`src/rtl/filter_conv_ctrl.sv`:
```
// Conversion sequencer: resets the decimation filter, discards settling words, averages 2^cfg_avg words.
// Optional watchdog built when CONV_TIMEOUT_EN is defined.
module filter_conv_ctrl #(
    parameter int DISCARD = 1,
    parameter int TIMEOUT = 1024
) (
    input  logic        clk,
    input  logic        rst_n,
    input  logic        start,
    input  logic [1:0]  cfg_avg,
    input  logic [11:0] filt_data,
    input  logic        filt_new_data,
    output logic        filt_rst_n,
    output logic        mod_en,
    output logic        busy,
    output logic [11:0] result,
    output logic        result_valid,
    input  logic        result_ready,
    output logic        err
);
    // state  | meaning
    // IDLE   | waiting for start, filter held in reset
    // FRST   | two-cycle filter reset before the modulator runs
    // SETTLE | discarding DISCARD filter words
    // ACC    | accumulating 2^cfg_avg filter words
    // DONE   | result valid, waiting for result_ready
    typedef enum logic [2:0] {IDLE, FRST, SETTLE, ACC, DONE} state_t;

    localparam logic [2:0] DISC_LAST = 3'(DISCARD - 1);

    state_t      state;
    logic [1:0]  avg_q;
    logic [14:0] acc;
    logic [14:0] acc_sum;
    logic [11:0] avg_word;
    logic        frst_cnt;
    logic [2:0]  disc_cnt;
    logic [2:0]  word_cnt;
    logic [2:0]  word_last;

    assign acc_sum   = acc + {3'b000, filt_data};
    assign word_last = 3'((4'd1 << avg_q) - 4'd1);

    always_comb begin
        case (avg_q)
            2'd0:    avg_word = acc_sum[11:0];
            2'd1:    avg_word = acc_sum[12:1];
            2'd2:    avg_word = acc_sum[13:2];
            default: avg_word = acc_sum[14:3];
        endcase
    end

`ifdef CONV_TIMEOUT_EN
    localparam logic [15:0] WD_LAST = 16'(TIMEOUT - 1);

    logic [15:0] wd_cnt;
    logic        wd_fire;
    logic        err_q;

    // A strobe on the terminal cycle wins over the timeout.
    assign wd_fire = (state == SETTLE || state == ACC) && !filt_new_data && (wd_cnt == WD_LAST);
    assign err     = err_q;

    always_ff @(posedge clk or negedge rst_n) begin
        if (!rst_n) begin
            wd_cnt <= '0;
        end else if ((state == SETTLE || state == ACC) && !filt_new_data && !wd_fire) begin
            wd_cnt <= wd_cnt + 16'd1;
        end else begin
            wd_cnt <= '0;
        end
    end
`else
    // Without the watchdog err can never set; TIMEOUT only matters when it is built.
    assign err = (TIMEOUT < 0);
`endif

    always_ff @(posedge clk or negedge rst_n) begin
        if (!rst_n) begin
            state        <= IDLE;
            busy         <= 1'b0;
            filt_rst_n   <= 1'b0;
            mod_en       <= 1'b0;
            result       <= '0;
            result_valid <= 1'b0;
            avg_q        <= '0;
            acc          <= '0;
            frst_cnt     <= 1'b0;
            disc_cnt     <= '0;
            word_cnt     <= '0;
`ifdef CONV_TIMEOUT_EN
            err_q        <= 1'b0;
`endif
        end else begin
            case (state)
                IDLE: begin
                    if (start) begin
                        state    <= FRST;
                        busy     <= 1'b1;
                        avg_q    <= cfg_avg;
                        acc      <= '0;
                        frst_cnt <= 1'b0;
                        disc_cnt <= '0;
                        word_cnt <= '0;
`ifdef CONV_TIMEOUT_EN
                        err_q    <= 1'b0;
`endif
                    end
                end
                FRST: begin
                    frst_cnt <= 1'b1;
                    if (frst_cnt) begin
                        frst_cnt   <= 1'b0;
                        filt_rst_n <= 1'b1;
                        mod_en     <= 1'b1;
                        state      <= (DISCARD == 0) ? ACC : SETTLE;
                    end
                end
                SETTLE, ACC: begin
                    if (filt_new_data) begin
                        if (state == SETTLE) begin
                            disc_cnt <= disc_cnt + 3'd1;
                            if (disc_cnt == DISC_LAST) begin
                                state <= ACC;
                            end
                        end else begin
                            acc      <= acc_sum;
                            word_cnt <= word_cnt + 3'd1;
                            if (word_cnt == word_last) begin
                                state        <= DONE;
                                result       <= avg_word;
                                result_valid <= 1'b1;
                                filt_rst_n   <= 1'b0;
                                mod_en       <= 1'b0;
                            end
                        end
                    end
`ifdef CONV_TIMEOUT_EN
                    else if (wd_fire) begin
                        state      <= IDLE;
                        busy       <= 1'b0;
                        filt_rst_n <= 1'b0;
                        mod_en     <= 1'b0;
                        err_q      <= 1'b1;
                    end
`endif
                end
                DONE: begin
                    if (result_ready) begin
                        state        <= IDLE;
                        busy         <= 1'b0;
                        result_valid <= 1'b0;
                    end
                end
                default: begin
                    state <= IDLE;
                    busy  <= 1'b0;
                end
            endcase
        end
    end
endmodule

```
`config.mk`:
```
export PLATFORM = sky130hd
export DESIGN_NAME = filter_conv_ctrl
export DESIGN_NICKNAME = d
export VERILOG_FILES = /design/src/rtl/filter_conv_ctrl.sv
export SDC_FILE = /design/constraint.sdc
export NUM_CORES = 1
export LEC_CHECK = 0
export BUFFER_PORTS_ARGS = -buffer_cell sky130_fd_sc_hd__buf_2
export CORE_MARGIN = 3
export CORE_UTILIZATION = 35
export CTS_CLUSTER_SIZE = 24
export DETAILED_ROUTE_END_ITERATION = 16
export PLACE_DENSITY = 0.63
export SLEW_MARGIN = 20
export SYNTH_ARGS = -nofsm -noshare
export SYNTH_HDL_FRONTEND = slang
export SYNTH_SLANG_ARGS = --single-unit
export TNS_END_PERCENT = 30
```
`constraint.sdc`:
```
create_clock -name clk -period 4.3 [get_ports clk]
set_input_delay 0.86 -clock clk [delete_from_list [all_inputs] [get_ports clk]]
set_output_delay 0.86 -clock clk [all_outputs]
set_load 0.05 [all_outputs]
```
==> reports/results.ini <==
[cells_and_area]
nNetsFinal = 366
diodes = 0
multi_input_area_um2 = 1660
fin_area_um2 = 3150
regArea_um2 = 1050
drive_gt1_share_pct = 16.6
final_cells = 434
area_delta_synth_final_pct = 10.0
n_fill_cell = 838

[logic_synthesis]
ys_warn_count = 0
yosys.cell_types.count = 60
ys_seq_area_share_pct = 36.7
synthCells = 307
syn_area_um2 = 2860
avgSynthCellArea_um2 = 9.33
synthesis.nets = 342
async_flop_share_pct = 100
synth_edf_count = 0
synth_flop_cell = dfrtp_1
ys_ff_latch = 42

[pwr]
internal_power_mw = 1.25
power.total_mw = 2.54
p_sw_share_pct = 50.7
p_sw_mw = 1.29
clkPwrFrac_pct = 10.4
worst_ir_drop_vdd_mv = 0.255
powerDensity_nw_per_um2 = 806
seqPwrFrac_pct = 29.9
leakagePower_nw = 1.44
combPwrFrac_pct = 59.7

[floorplanning]
initial_utilization_pct = 36.5
die_w_um = 96.5
coreArea_um2 = 7850
die_area_um2 = 9300
row_count = 32
die_h_um = 96.5
ioPinCount = 36

[placed_design]
io_buffer_count = 34
globalplace.congestion = 0.872
place_area_um2 = 3060
placedCellCount = 426
hpwl_um = 4970
pre_cts_ws_ns = 0.952

[setup_path]
endpoint_kind = flop
timing.rr.end = result[2]
critPathKind = in -> reg
r2r_slack_ns = 1.51
r2r-start = avg_q[0]
cp_max_fo = 6
reg2regPathDepth = 5
worstSetupStartpointType = primary input
required_ns = 4.49
worstPathArrival_ns = 3.23

[hold_path]
hold_class = reg -> reg
worstHoldPathCells = 2
holdPathEnd = result[1]
min_from = result[1]

[global_route]
grt_max_degree = 43
antenna_found_initial = 0
grt_usage_pct = 15.4
grt_overflow = 0
first_global_vias = 2380
grt_pass1_wl_um = 11400

[clocking]
cts_resized = 0
clock_path_buffers = 2
holdBufCountCts = 0
post_cts_buffers = 0
cts.clk_slew.worst_paths_ns = 0.09
h-tree-depth = 2
worstSkewPairLatency_ns = 0.29
cts-root-buf = clkbuf_8
numCtsBuffers = 5
cts_tree = built
clock_sinks = 42

[sta]
worstMarginPinSlew_ns = 0.806
finalSetupViolations = 0
slew_viol_final = 0
worst_slack_ns = 1.26
tns_ns = 0
clock_skew_ns = 0.00839
fmax_mhz = 329
period_share_pct = 70.6
rsz0062_at_grt = no
hold_viol_final = 0
fin_crit_ns = 3.04
slew_headroom_pct = 46.3

[routing]
vias = 2472
vias_per_cell = 5.70
drc = 0
drt_iter0_markers = 145
drt-total-wl_um = 6880
antenna_left = 0
dr.pass1.iters = 4
wire_per_inst_um = 15.8

[outcome]
outcome = complete, no violations

[job]
maxCapViolations = 0

sequential cells by signal, summed over array words and instances, names as in the netlist:
| register | count |
|---|---|
| word_cnt | 3 |
| avg_q | 2 |
| busy | 1 |
| frst_cnt | 1 |
| acc | 15 |
| disc_cnt | 3 |
| result_valid | 1 |
| mod_en | 1 |
| state | 3 |
| result | 12 |
kinds of logic after synthesis:
family | share of synthesized area, %
AO/OA/AOI/OAI | 26.5
AND/OR/NAND/NOR | 16.5
flip-flops | 36.7
buffers and inverters | 5.29
adder cells (fa/ha/maj) | 7.25
XOR/XNOR | 3.63
multiplexers | 4.06
other | 0.131
cell type report:
cell class              instances  area share, %
multi-input cells             235           52.7
flip-flops and latches         42           33.3
repair buffers                 35           5.72
well taps                     102           4.05
clock buffers                   6           2.30
inverters                      12           1.43
clock inverters                 2          0.437
per-layer routing:
| metal | up-vias | global-route usage [%] | part of all wire (%) |
|---|---|---|---|
| met3 | 12 | 1.86 | 3.8 |
| met4 | 0 | 5.26 | 1.6 |
| met2 | 71 | 25.7 | 48 |
| met5 | - | 0 | 0 |
| met1 | 1195 | 20.8 | 47 |
| li1 | 1194 | - | - |
Yosys cell counts (all sizes together) (5+ instances only):
| cell type | count | share of area [%] |
|---|---|---|
| dfrtp | 42 | 37 |
| nand2 | 35 | 4.6 |
| o21ai | 20 | 3.5 |
| nor2 | 18 | 2.4 |
| a22o | 16 | 4.9 |
| a21oi | 15 | 2.6 |
| ha | 15 | 6.6 |
| nand3 | 14 | 2.4 |
| inv | 11 | 1.4 |
| buf | 10 | 2.7 |
| clkbuf | 8 | 1.0 |
| a211oi | 7 | 1.8 |
| a21o | 6 | 1.6 |
| and2 | 6 | 1.3 |
| xnor2 | 6 | 1.8 |
| and3 | 5 | 1.1 |
| nor3 | 5 | 0.87 |
| xor2 | 5 | 1.8 |
critical path, cell delays in order:
cell	delay (ns)
buf_2	0.10
ha_1	0.22
fa_1	0.40
a21o_1	0.23
a221oi_4	0.39
xor2_2	0.27
inv_2	0.04
mux4_2	0.45
mux2_4	0.26
power by group through the flow:
stage	clock network (mW)	logic [mW]	registers [mW]
after floorplan	0	1.07	0.890
after global placement	0	1.49	0.766
after detailed placement	0	1.51	0.766
after CTS	0.269	1.52	0.761
after global routing	0.287	1.68	0.794
final	0.264	1.52	0.760
through the flow:
stage | utilization [%] | hold WS [ns]
floorplan | - | 0.450
global placement | 39.0 | 0.449
detailed placement | 39.0 | 0.467
CTS | 40.1 | 0.487
global route | 40.2 | 0.501
finish | 40.2 | 0.478
worst max path at each step:
stage,depth (start not counted),slack [ns],endpoint,startpoint
finish,9,1.26,result[3],filt_data[0]
global route,9,1.14,result[3],filt_data[0]
CTS,9,1.27,result[3],filt_data[0]
detailed placement,9,0.95,result[3],filt_data[0]
global placement,9,0.98,result[3],filt_data[0]
floorplan,8,1.19,result[3],filt_data[0]
cell usage in the layout (no fill, tap or decap), types with 3 or more instances in the layout:
cell type / n
a22o_1: 16
o21bai_1: 3
o22ai_1: 3
nand2_1: 35
a21oi_1: 15
and3_1: 4
inv_1: 10
ha_1: 15
a21o_1: 6
o32ai_1: 3
nor3_1: 5
dfrtp_1: 42
nand3_1: 14
a211o_1: 3
xor2_1: 4
o2111ai_1: 3
buf_2: 33
nor2_1: 18
o21ai_0: 20
o211ai_1: 3
xnor2_1: 6
a211oi_1: 7
mux4_2: 4
a31oi_1: 3
o2111a_1: 3
and2_1: 4
clkbuf_8: 5
No activity file was read; power rests on OpenSTA's default activity.
